--- src/rtl/fifo_wr_arbiter.sv ---
// Round-robin arbiter sharing one synchronous-FIFO write port among NUM_REQ producers, bursts of up to MAX_BURST beats.
// Latency: 1 cycle from request in IDLE to first accept, 1 cycle from accept to fifo_wr_en, 1 beat per cycle in a burst.
// Backpressure: req_ready is dropped combinationally while the FIFO is full, or almostfull with a write still in flight.
//
// Ports:
//   clk, rst_n              clock (posedge) and asynchronous active-low reset
//   req_valid/req_data      per-requester beat valid and flattened data (requester i at [i*FIFO_WIDTH +: FIFO_WIDTH])
//   req_ready               combinational accept, at most one bit high, only for the grant holder
//   fifo_full/almostfull    FIFO fill flags used for throttling
//   fifo_wr_ack             FIFO write acknowledge, expected one cycle after each fifo_wr_en
//   fifo_wr_en/data_in      registered FIFO write port
//   grant_valid/grant_id    burst in progress and its owner
//   drop_err                sticky flag: an expected wr_ack never arrived
module fifo_wr_arbiter #(
    parameter int NUM_REQ    = 4,
    parameter int FIFO_WIDTH = 16,
    parameter int MAX_BURST  = 4
) (
    input  logic                          clk,
    input  logic                          rst_n,
    input  logic [NUM_REQ-1:0]            req_valid,
    input  logic [NUM_REQ*FIFO_WIDTH-1:0] req_data,
    output logic [NUM_REQ-1:0]            req_ready,
    input  logic                          fifo_full,
    input  logic                          fifo_almostfull,
    input  logic                          fifo_wr_ack,
    output logic                          fifo_wr_en,
    output logic [FIFO_WIDTH-1:0]         fifo_data_in,
    output logic                          grant_valid,
    output logic [$clog2(NUM_REQ)-1:0]    grant_id,
    output logic                          drop_err
);

    localparam int IDW = $clog2(NUM_REQ);
    localparam int BCW = $clog2(MAX_BURST + 1);
    localparam logic [BCW-1:0] BURST_LAST = BCW'(MAX_BURST);
    localparam logic [IDW-1:0] LAST_ID    = IDW'(NUM_REQ - 1);

    typedef enum logic {
        ST_IDLE  = 1'b0,
        ST_BURST = 1'b1
    } state_t;

    state_t                  r_state;
    logic [IDW-1:0]          r_rr_ptr;
    logic [BCW-1:0]          r_beat_cnt;
    logic                    r_ack_exp;
    logic                    r_wr_en;
    logic [FIFO_WIDTH-1:0]   r_data;
    logic                    r_grant_valid;
    logic [IDW-1:0]          r_grant_id;
    logic                    r_drop_err;

    logic                    w_can_issue;
    logic                    w_gnt_vld;
    logic                    w_accept;
    logic [FIFO_WIDTH-1:0]   w_gnt_dat;
    logic [BCW-1:0]          w_beat_nxt;
    logic                    w_pick_vld;
    logic [IDW-1:0]          w_pick_id;
    logic [IDW-1:0]          w_ptr_nxt;

    // Index 'off' positions past 'base', wrapping at NUM_REQ (which need not be a power of two).
    function automatic logic [IDW-1:0] rr_idx(input logic [IDW-1:0] base, input int off);
        int s;
        s = int'(base) + off;
        if (s >= NUM_REQ) begin
            s = s - NUM_REQ;
        end
        return IDW'(s);
    endfunction

    // A write sitting in r_wr_en lands next edge; if the FIFO is one short of full
    // that write fills it, so a further accept now would overflow. Reads are not
    // credited, which only costs an occasional bubble.
    assign w_can_issue = !fifo_full && !(fifo_almostfull && r_wr_en);

    assign w_gnt_vld  = req_valid[r_grant_id];
    assign w_gnt_dat  = req_data[r_grant_id*FIFO_WIDTH +: FIFO_WIDTH];
    assign w_accept   = (r_state == ST_BURST) && w_gnt_vld && w_can_issue;
    assign w_beat_nxt = r_beat_cnt + BCW'(1);

    always_comb begin
        req_ready = '0;
        if (w_accept) begin
            req_ready[r_grant_id] = 1'b1;
        end
    end

    // Scan from the far end back toward rr_ptr so the closest valid requester
    // to rr_ptr is the last one written and therefore wins.
    always_comb begin
        w_pick_vld = 1'b0;
        w_pick_id  = '0;
        for (int k = NUM_REQ - 1; k >= 0; k--) begin
            if (req_valid[rr_idx(r_rr_ptr, k)]) begin
                w_pick_vld = 1'b1;
                w_pick_id  = rr_idx(r_rr_ptr, k);
            end
        end
    end

    assign w_ptr_nxt = (w_pick_id == LAST_ID) ? '0 : w_pick_id + IDW'(1);

    always_ff @(posedge clk or negedge rst_n) begin
        if (!rst_n) begin
            r_state       <= ST_IDLE;
            r_rr_ptr      <= '0;
            r_beat_cnt    <= '0;
            r_ack_exp     <= 1'b0;
            r_wr_en       <= 1'b0;
            r_data        <= '0;
            r_grant_valid <= 1'b0;
            r_grant_id    <= '0;
            r_drop_err    <= 1'b0;
        end else begin
            // The FIFO acks the cycle after it samples wr_en; unexpected acks are ignored.
            r_ack_exp <= r_wr_en;
            if (r_ack_exp && !fifo_wr_ack) begin
                r_drop_err <= 1'b1;
            end

            case (r_state)
                ST_IDLE: begin
                    r_wr_en <= 1'b0;
                    if (w_pick_vld) begin
                        r_state       <= ST_BURST;
                        r_grant_id    <= w_pick_id;
                        r_grant_valid <= 1'b1;
                        r_beat_cnt    <= '0;
                        r_rr_ptr      <= w_ptr_nxt;
                    end
                end
                ST_BURST: begin
                    if (w_accept) begin
                        r_wr_en    <= 1'b1;
                        r_data     <= w_gnt_dat;
                        r_beat_cnt <= w_beat_nxt;
                        if (w_beat_nxt == BURST_LAST) begin
                            r_state       <= ST_IDLE;
                            r_grant_valid <= 1'b0;
                        end
                    end else begin
                        // Data holds; a stall (valid but throttled) keeps the grant.
                        r_wr_en <= 1'b0;
                        if (!w_gnt_vld) begin
                            r_state       <= ST_IDLE;
                            r_grant_valid <= 1'b0;
                        end
                    end
                end
                default: begin
                    r_state       <= ST_IDLE;
                    r_wr_en       <= 1'b0;
                    r_grant_valid <= 1'b0;
                end
            endcase
        end
    end

    assign fifo_wr_en   = r_wr_en;
    assign fifo_data_in = r_data;
    assign grant_valid  = r_grant_valid;
    assign grant_id     = r_grant_id;
    assign drop_err     = r_drop_err;

endmodule

--- config.mk ---
export PLATFORM = sky130hd
export DESIGN_NAME = fifo_wr_arbiter
export DESIGN_NICKNAME = d
export VERILOG_FILES = /design/src/rtl/fifo_wr_arbiter.sv
export SDC_FILE = /design/constraint.sdc
export NUM_CORES = 1
export LEC_CHECK = 0
export ABC_AREA = 1
export CAP_MARGIN = 20
export CORE_ASPECT_RATIO = 2
export CORE_MARGIN = 8
export CORE_UTILIZATION = 39
export CTS_CLUSTER_SIZE = 14
export DETAILED_ROUTE_END_ITERATION = 8
export PLACE_DENSITY = 0.81
export SLEW_MARGIN = 20
export SYNTH_ARGS = -nofsm -noshare
export SYNTH_HDL_FRONTEND = slang
export SYNTH_SLANG_ARGS = --single-unit
--- constraint.sdc ---
create_clock -name clk -period 2.25 [get_ports clk]
set_clock_uncertainty 0.1 [all_clocks]
set_input_delay 0.3375 -clock clk [delete_from_list [all_inputs] [get_ports clk]]
set_output_delay 0.3375 -clock clk [all_outputs]
set_load 0.1 [all_outputs]
# ---- Word-level counts from Yosys, hierarchy flattened
# Index checks and enable logic that the tools add are counted.
dict set report word_totals {
  regBits 28
  word_cells 90
  in_bits 73
}
dict set report op_classes {
  shifts 1
  n_eq_ne 6
  bitwise 1
  reduce_logical 13
  n_lt_le_gt_ge 10
  n_addsub 9
  muxes 41
}
# cell count
set op_table {}
lappend op_table {{64-bit by 7-bit variable part select with 16-bit output} 1}
lappend op_table {{1-bit 2-to-1 mux} 19}
lappend op_table {{2-bit 2-to-1 mux} 9}
lappend op_table {{2-bit by 3-bit < comparator with 1-bit output (second input constant)} 5}
lappend op_table {{1-bit binary-select mux with 2-bit select} 5}
lappend op_table {{3-bit greater-or-equal comparator (second input constant)} 3}
lappend op_table {{2-bit by 1-bit subtractor with 2-bit output (second input constant)} 4}
lappend op_table {{2-bit by 2-bit adder with 3-bit output (second input constant)} 2}
lappend op_table {{1-bit logical AND} 6}
lappend op_table {{3-bit 2-to-1 mux} 2}
lappend op_table {{3-bit by 2-bit != test with 1-bit output (second input constant)} 2}
lappend op_table {{1-bit one-hot mux with 2 select lines} 3}
lappend op_table {{3-bit one-hot mux with 2 select lines} 1}
lappend op_table {{2-bit AND reduction} 3}
lappend op_table {{4-bit 2-to-1 mux} 1}
lappend op_table {{2-bit by 1-bit adder with 3-bit output (second input constant)} 1}
lappend op_table {{3-bit by 1-bit adder with 3-bit output (second input constant)} 1}
lappend op_table {{3-bit == test (second input constant)} 1}
lappend op_table {{2-bit by 3-bit greater-or-equal comparator with 1-bit output (second input constant)} 1}
lappend op_table {{1-bit logical NOT} 3}
lappend op_table {{3-bit AND reduction} 1}
lappend op_table {{2-bit by 1-bit adder with 2-bit output (second input constant)} 1}
lappend op_table {{1-bit demux with 2-bit select} 1}
lappend op_table {{2-bit == test (second input constant)} 1}
lappend op_table {{other kinds (4)} 4}

# ---- Logic depth before layout (Yosys ltp)
dict set report depth {
  word_depth 11
  depth_mapped 13
  ltp_nobuf 13
}

# ---- Worst setup path before layout
# OpenSTA, ideal clock, no wires.
dict set report synth_path {
  kind {register to output}
  startpoint {register r_grant_id[1] (netlist: grant_id[1])}
  endpoint {output port req_ready[0]}
  path_stages_with_launch 9
  slack_ps -1974
  required_time_ps 1812
  arrival_time_ps 3787
  path_cell_list {dfrtp_1 -> buf_6 -> nand2_1 -> nor2_1 -> a21oi_2 -> nand3_2 -> nand3_4 -> buf_6 -> nor3_1}
}
dict set report synth_via {
  elab_chain_cells 5
  elab_cells_between_ends 10
  cone_classes {2 x order compare; 5 x mux; 3 x reduce/logical}
}
# element line_no
set synth_lines {}
lappend synth_lines {{start: declaration} 51} ;# logic [IDW-1:0] r_grant_id;
lappend synth_lines {{start signal: assignment} 128} ;# r_grant_id <= w_pick_id;
lappend synth_lines {{2-bit by 3-bit < comparator with 1-bit output (implied by the code) (tied with other cells)} 86} ;# req_ready[r_grant_id] = 1'b1;
lappend synth_lines {{1-bit logical AND (implied by the code) or 1-bit 2-to-1 mux (tied branches)} {86, 78}}
lappend synth_lines {{1-bit 2-to-1 mux (implied by the code) or 1-bit logical AND (tied branches)} {86, 80}}
lappend synth_lines {{1-bit demux with 2-bit select or 1-bit logical AND (tied branches)} {86, 80}}
lappend synth_lines {{4-bit 2-to-1 mux (*)} 85} ;# if (w_accept) begin
lappend synth_lines {{end: declaration} 23} ;# output logic [NUM_REQ-1:0] req_ready,
# Mark *: on every way between the ends. The rest lies on a longest branch, timed or not. The select of a mux whose other input is x is not followed.

# ---- Worst setup path after layout
dict set report layout_path {
  startpoint {register r_grant_id[0] (netlist: grant_id[0])}
  endpoint {output port req_ready[1]}
}
# The elaborated chain is that of the path after synthesis.

==> flow_summary.yaml <==
global_route:
  grt_max_degree: 29
  grtUsageTotal: 0.1811
  grt_pass1_wl_mm: 10.49
  grt_pass1_vias: 2217
  grt.overflow.total: 0
  antenna_found_initial: 0
worst_setup_path:
  slowest_stage: "dfrtp_4"
  regToRegStartpoint: "r_rr_ptr[0]"
  cp_max_fo: 6
  slowest_delay_ns: 0.55
  path_class: "reg2out"
  r2r-end: "r_rr_ptr[1]"
  worstRegToRegCells: 9
  cp-startpoint: "grant_id[0]"
  crit_arrival_ns: 1.70
  critPathLaunchType: "flip-flop"
  crit_path_cell_trace: "inv_4 > nand2_4 > inv_4 > a21oi_2 > nand3_2 > nand3_4 > nor3_4 > buf_12"
  worst_path_most_repeated_cell: "inv_4"
  end_kind: "output pin"
  worstPathRequired_ns: 1.81
  cp-endpoint: "req_ready[1]"
  regToRegSetupSlack_ns: 0.25
finish:
  n_fill_cell: 390
  drive_gt1_frac: 0.1709
  n_antenna_cell: 0
  final_common_cell: "nand2_1"
  utilization: 0.6756
  final_cell_mix: "nand2_1, clkdlybuf4s50_1, buf_4"
  syn_to_final_growth_pct: 65.82
  num-nets-final: 428
clocking:
  clock-sinks: 28
  cts_hold_buf: 0
  cts_root_buffer: "clkbuf_8"
  htree_num_levels: 1
  clk_latency_ns: 0.27
  tritoncts: "built"
  clkTransAtPathRegs_ns: 0.10
  clockBufferDepth: 2
  cts_buffers: 3
timing:
  fin_hold_ws_ns: 0.3095
  finalWorstSetupSlack_ns: 0.1139
  fin_crit_ns: 2.136
  setup_viol: 0
  rsz0062_at_grt: "false"
  hold_viol: 0
  tightest_slew_ns: 0.5497
  period_share: 0.9494
  relSlewSlack: 0.6331
  fin_tns_setup_ns: 0
  slew_viol_final: 0
  max_freq_mhz: 468.1
detailed_routing:
  vias_per_cell: 4.943
  drc: 0
  postRouteAntennaNets: 0
  dr.pass1.iters: 4
  wirelength_mm: 6.215
  routedWlPerCell_um: 15.35
  vias: 2002
  drtIter0Drc: 51
floorplan:
  core-area_um2: 4339
  rows: 34
  io_pins: 98
  start_util: 0.4074
  fp.dieW_um: 63.61
  die_area_um2: 7074
  die_h_um: 111.2
min_path:
  min_path_type: "reg2reg"
yosys:
  synth_compound_area_frac: 0.09696
  syn_area_um2: 1768
  synth_nets: 326
  synthCells: 250
  synth_area_per_cell_um2: 7.072
  yosysTopAreaCell: "dfrtp_1"
  yosys.area_share.xor_xnor: 0.004954
  synth-simple-area-share: 0.3992
  ys_warn_count: 0
  ys_seq_area_frac: 0.3963
  synth_top_family_by_area: "simple AND/OR/NAND/NOR gates"
  yosys.area.top_type_share: 0.3963
  yosys-top-cells-area: "dfrtp_1, nand2_1, nand3_1"
  synth-seq-cells: 28
  ys_types: 24
  synthAdderAreaFrac: 0.02123
  synthMuxAreaShare: 0
flow_run:
  maxCapViolCount: 0
pwr:
  swShare: 0.5910
  power.switching_w: 0.002652
  ir_drop_mv: 1.202
  intPower_w: 0.001835
  p_seq_frac: 0.212
  pwr_density_cell_nw_per_um2: 1530
  p_comb_frac: 0.701
  p_clk_frac: 0.088
  p_leak_nw: 1.446
place:
  gp_congestion: 0.8503
  pre_cts_ws_ns: -0.03054
  hpwl_mm: 5.096
  portBuffers: 97
outcome:
  outcome: "finished clean"
## power groups by stage
stage          clock, W  combinational, W  sequential, W
2_1_floorplan         0           0.00125        0.00205
3_3_place_gp          0           0.00305       0.000958
3_5_place_dp          0           0.00309       0.000970
4_1_cts        0.000399           0.00313       0.000959
5_1_grt        0.000416           0.00337       0.000977
6_report       0.000393           0.00314       0.000950
## cells in the mapped netlist (all sizes together)
cell type	instances
ha	3
o21ai	5
nor3	2
dfrtp	28
nor2	8
a22oi	16
nand2	123
buf	10
and2	1
a21oi	3
o21bai	1
inv	17
nand3	31
xor2	1
nand3b	1
## stage by stage
step | total power, W | cell area (um2) | std cells
2_1_floorplan | 0.003300 | 1842 | 250
3_3_place_gp | 0.004008 | 2825 | 397
3_5_place_dp | 0.004063 | 2825 | 397
4_1_cts | 0.004492 | 2917 | 403
5_1_grt | 0.004766 | 2932 | 405
6_report | 0.004487 | 2932 | 405
## what timing repair did
item                                   in CTS  in global routing
endpoints found under the hold margin       0                  0
pin swaps                                   1                  1
cloned                                      0                  0
buffers inserted                            2                  2
resized for setup                           1                  0
setup endpoints to repair                   1                  1
## state kept, by name, indices dropped and copies added (netlist names)
register	count
drop_err	1
r_rr_ptr	2
fifo_data_in	16
r_state	1
r_beat_cnt	3
grant_valid	1
fifo_wr_en	1
grant_id	2
r_ack_exp	1
## layer usage
layer | part of all wire | global-route usage | up-vias
met5 | 0 | 0 | -
met2 | 0.54 | 0.3358 | 89
met1 | 0.37 | 0.1797 | 899
li1 | - | - | 1003
met3 | 0.064 | 0.04150 | 11
met4 | 0.025 | 0.08546 | 0
## final cells by class
cell class / count / area [um2] / share of cell area
repair buffers: 107 / 1033 / 0.3525
multi-input cells: 195 / 980.9 / 0.3346
flip-flops and latches: 28 / 709.4 / 0.2420
inverters: 17 / 68.82 / 0.02347
well taps: 54 / 67.56 / 0.02305
clock buffers: 3 / 41.29 / 0.01408
clock inverters: 1 / 30.03 / 0.01024
## worst min path at each step
| stage | startpoint | to | slack [ns] | cells after the start |
|---|---|---|---|---|
| 6_report | fifo_wr_en | r_ack_exp | 0.31 | 0 |
| 5_1_grt | fifo_wr_en | r_ack_exp | 0.32 | 0 |
| 4_1_cts | fifo_wr_en | r_ack_exp | 0.31 | 0 |
| 3_5_place_dp | fifo_wr_en | r_ack_exp | 0.29 | 0 |
| 3_3_place_gp | fifo_wr_en | r_ack_exp | 0.28 | 0 |
| 2_1_floorplan | rst_n | drop_err | -0.06 | 0 |
## critical path: cells and delay by family, from the launching register on
family | cells | cell delay (ns)
simple gates | 4 | 0.48
compound gates | 1 | 0.04
buf+inv | 3 | 0.36
flops | 1 | 0.55
## cell families after synthesis
logic type	after synthesis
buffers and inverters	27
and+or+nand+nor	166
adders and majority gates	3
xor gates and xnor gates	1
AOI/OAI and AO/OA	25
DFF	28
Power figures use the tool's default switching activity.
